### src/rtl/dram_cmd_pkg.sv
// Shared types and constants for the DRAM command sequencer.
// Latency: n/a (declarations only).
// Backpressure: n/a.
//
// Contents: FSM state encoding, pin-level command encodings packed as
// {RASn, CASn, WEn[3:0]}, request address field positions and widths.
package dram_cmd_pkg;

    localparam int ADDR_W  = 23;
    localparam int DATA_W  = 32;
    localparam int STRB_W  = 4;
    localparam int ROW_W   = 11;
    localparam int ROW_LSB = 12;
    localparam int COL_W   = 10;
    localparam int COL_LSB = 2;

    typedef enum logic [2:0] {
        IDLE     = 3'd0,
        PRE      = 3'd1,
        PRE_WAIT = 3'd2,
        ACT      = 3'd3,
        ACT_WAIT = 3'd4,
        CAS      = 3'd5,
        RD_WAIT  = 3'd6,
        WR_WAIT  = 3'd7
    } state_t;

    // {RASn, CASn, WEn[3:0]}, CSn is held low throughout
    typedef logic [5:0] cmd_t;

    localparam cmd_t CMD_NOP  = 6'b11_1111;
    localparam cmd_t CMD_ACT  = 6'b01_1111;
    localparam cmd_t CMD_READ = 6'b10_1111;
    localparam cmd_t CMD_PRE  = 6'b01_0000;

    // WRITE carries the byte enables inverted onto the per-byte WEn pins
    function automatic cmd_t cmd_write(input logic [STRB_W-1:0] wstrb);
        return {2'b10, ~wstrb};
    endfunction

endpackage

### src/rtl/dram_delay_timer.sv
// Loadable down-counter with zero flag for DRAM timing waits.
// Latency: loaded value is visible the cycle after i_load; decrements 1/cycle.
// Backpressure: none; holds at zero until reloaded.
//
// Ports: i_clk/i_rst_n clock and async active-low reset, i_load/i_load_val
// load strobe and value, o_zero high while the count is zero.
module dram_delay_timer #(
    parameter int CNT_W = 4
) (
    input  logic             i_clk,
    input  logic             i_rst_n,
    input  logic             i_load,
    input  logic [CNT_W-1:0] i_load_val,
    output logic             o_zero
);

    localparam logic [CNT_W-1:0] ONE = {{(CNT_W-1){1'b0}}, 1'b1};

    logic [CNT_W-1:0] r_cnt;

    always_ff @(posedge i_clk or negedge i_rst_n) begin
        if (!i_rst_n) begin
            r_cnt <= '0;
        end else if (i_load) begin
            r_cnt <= i_load_val;
        end else if (r_cnt != '0) begin
            r_cnt <= r_cnt - ONE;
        end
    end

    assign o_zero = (r_cnt == '0);

endmodule

### src/rtl/dram_cmd_ctrl.sv
// Single-beat DRAM command sequencer: one read/write request -> ACT/READ/WRITE/PRE pins.
// Latency: hit write 2+T_WR; closed-row read 2+T_RCD+DRAM delay; conflict adds 1+T_RP.
// Backpressure: req_ready only in IDLE with the one-entry response buffer empty.
//
// Ports: dram_clk/dram_rst clock and async active-low reset; req_* request
// channel (valid/ready); rsp_* response channel (valid/ready); DRAM_* pins.
// Open-row policy: the last activated row stays open until a different row
// is requested. No refresh, no auto-precharge.
module dram_cmd_ctrl
    import dram_cmd_pkg::*;
#(
    parameter int T_RCD = 5,
    parameter int T_RP  = 5,
    parameter int T_WR  = 5,
    parameter int CNT_W = 4
) (
    input  logic              dram_clk,
    input  logic              dram_rst,
    input  logic              req_valid,
    output logic              req_ready,
    input  logic              req_write,
    input  logic [ADDR_W-1:0] req_addr,
    input  logic [DATA_W-1:0] req_wdata,
    input  logic [STRB_W-1:0] req_wstrb,
    output logic              rsp_valid,
    input  logic              rsp_ready,
    output logic              rsp_write,
    output logic [DATA_W-1:0] rsp_rdata,
    output logic              DRAM_CSn,
    output logic              DRAM_RASn,
    output logic              DRAM_CASn,
    output logic [STRB_W-1:0] DRAM_WEn,
    output logic [ROW_W-1:0]  DRAM_A,
    output logic [DATA_W-1:0] DRAM_D,
    input  logic [DATA_W-1:0] DRAM_Q,
    input  logic              DRAM_valid
);

    // Timer is loaded with N-1 in the command cycle so the wait state
    // lasts exactly N cycles (zero exits on the cycle it is seen).
    localparam logic [CNT_W-1:0] LD_RCD = CNT_W'(T_RCD - 1);
    localparam logic [CNT_W-1:0] LD_RP  = CNT_W'(T_RP - 1);
    localparam logic [CNT_W-1:0] LD_WR  = CNT_W'(T_WR - 1);

    state_t              r_state;
    logic                r_row_open;
    logic [ROW_W-1:0]    r_open_row;
    logic                r_write;
    logic [ROW_W-1:0]    r_row;
    logic [COL_W-1:0]    r_col;
    logic [DATA_W-1:0]   r_wdata;
    logic [STRB_W-1:0]   r_wstrb;
    logic                r_rsp_valid;
    logic                r_rsp_write;
    logic [DATA_W-1:0]   r_rsp_rdata;

    logic                w_accept;
    logic [ROW_W-1:0]    w_req_row;
    logic [COL_W-1:0]    w_req_col;
    logic                w_unused_addr;
    logic                w_tmr_load;
    logic [CNT_W-1:0]    w_tmr_val;
    logic                w_tmr_zero;
    cmd_t                w_cmd;
    logic [ROW_W-1:0]    w_a;
    logic [DATA_W-1:0]   w_d;

    assign w_req_row     = req_addr[ROW_LSB +: ROW_W];
    assign w_req_col     = req_addr[COL_LSB +: COL_W];
    // byte offset within the word is not used by a word-wide device
    assign w_unused_addr = ^req_addr[COL_LSB-1:0];

    // Gated by reset so the upstream sees no ready while held in reset
    assign req_ready = dram_rst && (r_state == IDLE) && !r_rsp_valid;
    assign w_accept  = req_valid && req_ready;

    always_comb begin
        w_tmr_load = 1'b0;
        w_tmr_val  = '0;
        case (r_state)
            PRE: begin
                w_tmr_load = 1'b1;
                w_tmr_val  = LD_RP;
            end
            ACT: begin
                w_tmr_load = 1'b1;
                w_tmr_val  = LD_RCD;
            end
            CAS: begin
                w_tmr_load = r_write;
                w_tmr_val  = LD_WR;
            end
            default: ;
        endcase
    end

    dram_delay_timer #(
        .CNT_W (CNT_W)
    ) u_timer (
        .i_clk      (dram_clk),
        .i_rst_n    (dram_rst),
        .i_load     (w_tmr_load),
        .i_load_val (w_tmr_val),
        .o_zero     (w_tmr_zero)
    );

    always_ff @(posedge dram_clk or negedge dram_rst) begin
        if (!dram_rst) begin
            r_state     <= IDLE;
            r_row_open  <= 1'b0;
            r_open_row  <= '0;
            r_write     <= 1'b0;
            r_row       <= '0;
            r_col       <= '0;
            r_wdata     <= '0;
            r_wstrb     <= '0;
            r_rsp_valid <= 1'b0;
            r_rsp_write <= 1'b0;
            r_rsp_rdata <= '0;
        end else begin
            if (r_rsp_valid && rsp_ready) begin
                r_rsp_valid <= 1'b0;
            end
            case (r_state)
                IDLE: begin
                    if (w_accept) begin
                        r_write <= req_write;
                        r_row   <= w_req_row;
                        r_col   <= w_req_col;
                        r_wdata <= req_wdata;
                        r_wstrb <= req_wstrb;
                        if (r_row_open && (w_req_row == r_open_row)) begin
                            r_state <= CAS;
                        end else if (!r_row_open) begin
                            r_state <= ACT;
                        end else begin
                            r_state <= PRE;
                        end
                    end
                end
                PRE: begin
                    r_row_open <= 1'b0;
                    r_state    <= PRE_WAIT;
                end
                PRE_WAIT: begin
                    if (w_tmr_zero) begin
                        r_state <= ACT;
                    end
                end
                ACT: begin
                    r_open_row <= r_row;
                    r_row_open <= 1'b1;
                    r_state    <= ACT_WAIT;
                end
                ACT_WAIT: begin
                    if (w_tmr_zero) begin
                        r_state <= CAS;
                    end
                end
                CAS: begin
                    r_state <= r_write ? WR_WAIT : RD_WAIT;
                end
                RD_WAIT: begin
                    if (DRAM_valid) begin
                        r_rsp_rdata <= DRAM_Q;
                        r_rsp_valid <= 1'b1;
                        r_rsp_write <= 1'b0;
                        r_state     <= IDLE;
                    end
                end
                WR_WAIT: begin
                    if (w_tmr_zero) begin
                        r_rsp_rdata <= '0;
                        r_rsp_valid <= 1'b1;
                        r_rsp_write <= 1'b1;
                        r_state     <= IDLE;
                    end
                end
                default: r_state <= IDLE;
            endcase
        end
    end

    // Pins are decoded from the current state; only command states leave NOP
    always_comb begin
        w_cmd = CMD_NOP;
        w_a   = '0;
        w_d   = '0;
        case (r_state)
            PRE: w_cmd = CMD_PRE;
            ACT: begin
                w_cmd = CMD_ACT;
                w_a   = r_row;
            end
            CAS: begin
                w_cmd = r_write ? cmd_write(r_wstrb) : CMD_READ;
                w_a   = {{(ROW_W-COL_W){1'b0}}, r_col};
                w_d   = r_write ? r_wdata : '0;
            end
            default: ;
        endcase
    end

    assign DRAM_CSn  = 1'b0;
    assign DRAM_RASn = w_cmd[5];
    assign DRAM_CASn = w_cmd[4];
    assign DRAM_WEn  = w_cmd[3:0];
    assign DRAM_A    = w_a;
    assign DRAM_D    = w_d;

    assign rsp_valid = r_rsp_valid;
    assign rsp_write = r_rsp_write;
    assign rsp_rdata = r_rsp_rdata;

endmodule

### config.mk
export PLATFORM = sky130hd
export DESIGN_NAME = dram_cmd_ctrl
export DESIGN_NICKNAME = d
export VERILOG_FILES = /design/src/rtl/dram_cmd_pkg.sv /design/src/rtl/dram_delay_timer.sv /design/src/rtl/dram_cmd_ctrl.sv
export SDC_FILE = /design/constraint.sdc
export NUM_CORES = 1
export LEC_CHECK = 0
export ABC_AREA = 1
export CAP_MARGIN = 5
export CORE_ASPECT_RATIO = 0.75
export CORE_MARGIN = 4
export CORE_UTILIZATION = 45
export CTS_CLUSTER_DIAMETER = 40
export CTS_CLUSTER_SIZE = 14
export DETAILED_ROUTE_END_ITERATION = 16
export GPL_TIMING_DRIVEN = 0
export HOLD_SLACK_MARGIN = 0.1
export MAX_ROUTING_LAYER = met4
export PLACE_DENSITY = 0.83
export SLEW_MARGIN = 15
export SYNTH_ARGS = -nofsm -noshare
export SYNTH_HDL_FRONTEND = slang
export SYNTH_SLANG_ARGS = --single-unit
### constraint.sdc
create_clock -name dram_clk -period 1.7 [get_ports dram_clk]
set_input_delay 0.34 -clock dram_clk [delete_from_list [all_inputs] [get_ports dram_clk]]
set_output_delay 0.34 -clock dram_clk [all_outputs]
set_load 0.01 [all_outputs]
== Yosys cells after proc, flatten, opt, wreduce, memory -nomap -nowiden ==
Cells that the tools add are included.

* $add $sub $neg: 1
* Eq/ne operators: 13
* Multiplexer cells: 29
* Bitwise logic cells: 1
* Reductions and logical operators: 17

{| class="wikitable"
|+ Operators by type and width
! operator !! number
|-
| 32-bit two-way mux || 4
|-
| 32-bit one-hot mux with 2 select lines || 1
|-
| 3-bit one-hot mux with 8 select lines || 1
|-
| 11-bit one-hot mux with 2 select lines || 1
|-
| 3-bit two-way mux || 7
|-
| 6-bit one-hot mux with 3 select lines || 1
|-
| 3-bit == test, second input constant || 4
|-
| 4-bit two-way mux || 3
|-
| 11-bit == test || 1
|-
| 1-bit one-hot mux with 2 select lines || 4
|-
| 3-bit by 2-bit == test with 1-bit output, second input constant || 2
|-
| 1-bit two-way mux || 6
|-
| 2-bit by 1-bit inequality test with 1-bit output, second input constant || 3
|-
| 2-bit nonzero test || 3
|-
| 1-bit logical AND || 5
|-
| 5-bit AND reduction || 1
|-
| 4-bit zero test || 1
|-
| 2-bit inequality test, second input constant || 2
|-
| 4-bit inverter || 1
|-
| 4-bit nonzero test || 1
|-
| 4-bit by 1-bit subtractor with 4-bit output, second input constant || 1
|-
| 3-bit by 1-bit == test with 1-bit output, second input constant || 1
|-
| 3-bit zero test || 1
|-
| 3-bit AND reduction || 1
|-
| other kinds (5) || 5
|}

* Register bits: 111
* Output and inout bits: 85
* Word-level logic and storage cells: 73

== Depth between registers and ports, before layout ==
* Depth in word-level cells: 6
* Gate-level depth with buffers: 10

== Cells and area by module ==
A second synthesis with hierarchy kept.

* Cell total of the unflattened synthesis: 550
* Area total of the unflattened synthesis: 5158.7 um^2

{| class="wikitable"
|+ By module, submodules not included
! module !! times used !! cells an instance !! area an instance (um^2) !! sequential area each (um^2)
|-
| dram_cmd_ctrl || 1 || 516 || 4916.0 || 2677.6
|-
| dram_delay_timer || 1 || 34 || 242.7 || 100.1
|}

== Worst setup path after synthesis ==
No wires, ideal clock.

* Path kind: register to output
* Start: reg r_state[2]
* End: out DRAM_A[2]
* Arrival: 1.309 ns
* Data required time: 1.360 ns
* Setup slack: 0.051 ns
* Stages on the path, launching flop included: 8
* Path buffers: 2
* Cell sequence: dfrtp_1 -> inv_2 -> nand2_1 -> nor2_1 -> buf_2 -> buf_2 -> nand2_1 -> nand2_1

* Longest elaborated chain between the ends: 2
* Elaborated cells on any way between the ends: 3

{| class="wikitable"
|+ Ends and longest elaborated chain
! what !! RTL line !! RTL
|-
| from (decl) || dram_cmd_ctrl.sv:45 || <nowiki>state_t r_state;</nowiki>
|-
| from (signal assigned) || dram_cmd_ctrl.sv:161 || <nowiki>r_state <= r_write ? WR_WAIT : RD_WAIT;</nowiki>
|-
| 3-bit == test or 3-bit by 2-bit == test with 1-bit output (tied branches) || dram_cmd_ctrl.sv:189 || <nowiki>case (r_state)</nowiki>
|-
| 11-bit one-hot mux with 2 select lines (*) || dram_cmd_ctrl.sv:189 ||
|-
| to (decl) || dram_cmd_ctrl.sv:33 || <nowiki>output logic [ROW_W-1:0] DRAM_A,</nowiki>
|}

Mark *: on every way between the ends. The rest lies on a longest branch, timed or not.

== Final worst setup path ==
* Start: reg r_state[2]
* End: out DRAM_A[5]

The elaborated chain is that of the path after synthesis.

==> flow_summary.toml <==
[min_path]
worstHoldPathType = "primary input to asynchronous set/reset pin"

[worst_setup_path]
required_ns = 1.36
crit_path_end_kind = "primary output"
critPathLaunchType = "flop"
cpPeakStageDelay_ns = 0.39
crit_chain = "inv_4 -> buf_6 -> nor2_4 -> buf_4 -> clkbuf_8 -> nand2_2 -> nand2_1 -> buf_2"
cp_max_fo = 5
path_class = "flop to primary output"
cp.arrival_ns = 1.63
crit_buf_inv = 5
cpMaxStageDelayCell = "dfrtp_2"
crit_family = "buffers and inverters"
r2r-start = "r_state[0]"
cp-startpoint = "r_state[2]"

[sta]
clock_skew_ns = 0.00756
tightest_slew_ns = 0.962
fin_tns_setup_ns = -13.68
slew_headroom = 0.359
timing.final.crit_period_ns = 1.97
setup_violations = 88
drv_slew = 0
rsz0062_at_grt = "true"
hold_violations = 0
fmax_mhz = 507
post-route-period-util = 1.16
fin_ws_ns = -0.273

[die]
die-area_um2 = 12700
initial_core_util = 0.469
rows = 32
fp.dieW_um = 129
pin_count = 182
core_um2 = 10500
dieHeight_um = 98.6

[placed_design]
gp_congestion = 0.812
placed_cell_area_um2 = 6900
dp.cells = 784
place_hpwl_mm = 10.1
portBuffers = 178

[power_and_ir_drop]
power.leakage_nw = 3.84
p_per_area_nw_per_um2 = 1560
swShare = 0.341
net-switching-power_mw = 4.13
p_total_mw = 12.1
vdd_drop_max_uv = 720
p_int_mw = 7.99
pwr-share-seq = 0.379
power_frac_comb = 0.443
clockPowerShare = 0.178

[clock_tree]
clk_path_buf_depth = 2
cts_root_buf = "clkbuf_16"
clk_latency_ns = 0.34
cts_tree = "yes"
h-tree-depth = 3
clkTransAtPathRegs_ns = 0.07
cts_inserted_buffers = 9
cts_sinks = 111

[detailed_routing]
wirelength_mm = 15.3
vias_per_cell = 5.21
drt_iter0_drc = 259
postRouteAntennaNets = 0
vias = 4370
wl_per_cell_um = 18.2
dr.pass1.iters = 5
route.detailed.drc = 0

[outcome]
status = "finished with violations"
violations = "setup timing"

[grt]
grt_pass1_vias = 4589
grt_max_degree = 42
antenna_found_initial = 0
overflow = 0
top_usage_layer = "met2"
grt_usage = 0.242
use_met2 = 0.381
met3_usage = 0.0655
grtUsageMet1 = 0.313
grt_pass1_wl_mm = 23.4

[yosys]
synth_cell_types = 29
netlist_area_um2 = 4920
yosys_register_bits = 111
synth.net_count = 567
syn_inst = 469
ys_seq_area_frac = 0.564
ys_warn_count = 0
syn_area_per_cell_um2 = 10.5

[final_layout]
layout-drive-gt1-share = 0.333
layout.nets = 796
nFillCells = 702
design_area_um2 = 7790
instances_no_fill = 838
antenna_cells = 0
syn_to_final_growth_pct = 58.3

[job]
cap_viol_max_count = 0
[worst register-to-register path, cell delays in order (launching register included)]
cell and delay (ns):
dfrtp_2 0.47, buf_6 0.14, buf_6 0.12, inv_4 0.06
nand3_4 0.08, nor2_4 0.15, nand2_4 0.09, buf_12 0.16
buf_12 0.15, mux2_4 0.31
[logic make-up (layout without fill, tap and decap cells)]
kind of cell             Yosys count  after routing  share of synthesized area
AND/OR/NAND/NOR                  184            184                      0.149
flip-flops                       111            111                      0.564
AO/OA/AOI/OAI                     64             64                     0.0910
buffers and inverters             54            287                     0.0524
multiplexers                      50             50                      0.133
XOR/XNOR                           4              4                    0.00712
adder cells (fa/ha/maj)            1              1                    0.00254
other                              1              1                   0.000762
[repair_timing]
| item | in CTS | in global routing |
|---|---|---|
| endpoints found under the setup margin | 130 | 115 |
| pin swaps | 6 | 5 |
| hold buffers | 5 | 0 |
| buffers inserted | 13 | 16 |
| resized for setup | 286 | 52 |
| cloned | 5 | 1 |
| endpoints found under the hold margin | 30 | 0 |
[flip-flops by register name, summed over array words and instances (netlist names), 3 cells and up]
name           count
r_wstrb            4
u_timer.r_cnt      4
r_wdata           32
rsp_rdata         32
r_open_row        11
r_state            3
r_row             11
r_col             10
[worst paths after layout]
kind / end / slack, ns / cells past startpoint
worst max-delay path: DRAM_A[5] / -0.27 / 8
worst min-delay path: rsp_rdata[25] / 0.11 / 2
worst max register to register: r_col[2] / -0.14 / 9
worst min register to register: rsp_rdata[17] / 0.50 / 1
max in group asynchronous: r_write / 0.59 / 3
min in group dram_clk: rsp_rdata[17] / 0.50 / 1
[layout make-up]
cell class | count | area [µm²] | area share
inverters | 30 | 130 | 0.0167
multi-input cells | 304 | 2070 | 0.266
clock inverters | 3 | 42.5 | 0.00546
clock buffers | 12 | 256 | 0.0329
repair buffers | 219 | 2080 | 0.267
well taps | 136 | 170 | 0.0219
plain buffers | 23 | 255 | 0.0328
flip-flops and latches | 111 | 2780 | 0.357
[power by group through the flow]
stage	Sequential, mW	Clock (mW)	Combinational, mW
after floorplan	4.51	0	2.55
after global placement	4.46	0	4.32
after detailed placement	4.51	0	4.50
after CTS	4.54	2.19	4.91
after global routing	4.71	2.28	5.81
final	4.59	2.15	5.37
[cell usage in the layout, fill, tap and decap left out, types with 4 or more instances in the layout]
master	netlist	routed
buf_4	4	27
mux2_2	26	26
nor2_4	1	9
nor2_1	49	31
nor2_2	0	10
inv_1	27	23
clkdlybuf4s50_1	0	127
dfrtp_1	111	108
nand2_2	1	20
a22o_1	32	32
buf_12	0	7
clkbuf_16	0	10
clkbuf_8	0	4
o21ai_1	0	4
buf_6	4	24
buf_2	8	41
nand3_1	6	5
mux2_4	24	24
nand2_1	122	100
a21oi_1	8	5
o21ai_0	20	16
[per-stage QoR]
| step | hold slack (ns) | util | setup WS (ns) |
|---|---|---|---|
| after detailed placement | 0.240 | 0.658 | -0.732 |
| final | 0.114 | 0.742 | -0.273 |
| after global routing | 0.129 | 0.742 | -0.328 |
| after floorplan | 0.0444 | - | 0.0508 |
| after CTS | 0.115 | 0.715 | -0.226 |
| after global placement | 0.468 | 0.655 | -4.39 |
[metal layers]
layer / up-vias / share of wire
met2: 196 / 0.48
li1: 1993 / -
met3: 22 / 0.079
met4: 0 / 0.015
met5: - / 0
met1: 2159 / 0.42
[synth_stat cells]
cell type  instances  area (µm²)
nor2_4             1        11.3
buf_2              8        40.0
nand4_1            1        6.26
buf_4              4        30.0
nand2_1          122         458
xnor2_1            3        26.3
a31oi_1            2        12.5
o21ai_0           20         100
nand3_1            6        30.0
a21oi_1            8        40.0
mux2_2            26         293
nor2_1            49         184
mux2_4            24         360
clkbuf_1           5        18.8
buf_6              4        45.0
a22o_1            32         280
o21bai_1           1        7.51
nand3_4            1        17.5
xor2_1             1        8.76
buf_1              3        11.3
ha_1               1        12.5
inv_1             27         101
nand3_2            1        10.0
nor3_1             2        10.0
nand2_2            1        6.26
o211ai_1           1        7.51
inv_2              3        11.3
conb_1             1        3.75
dfrtp_1          111        2780
(Power assumes the default switching activity.)
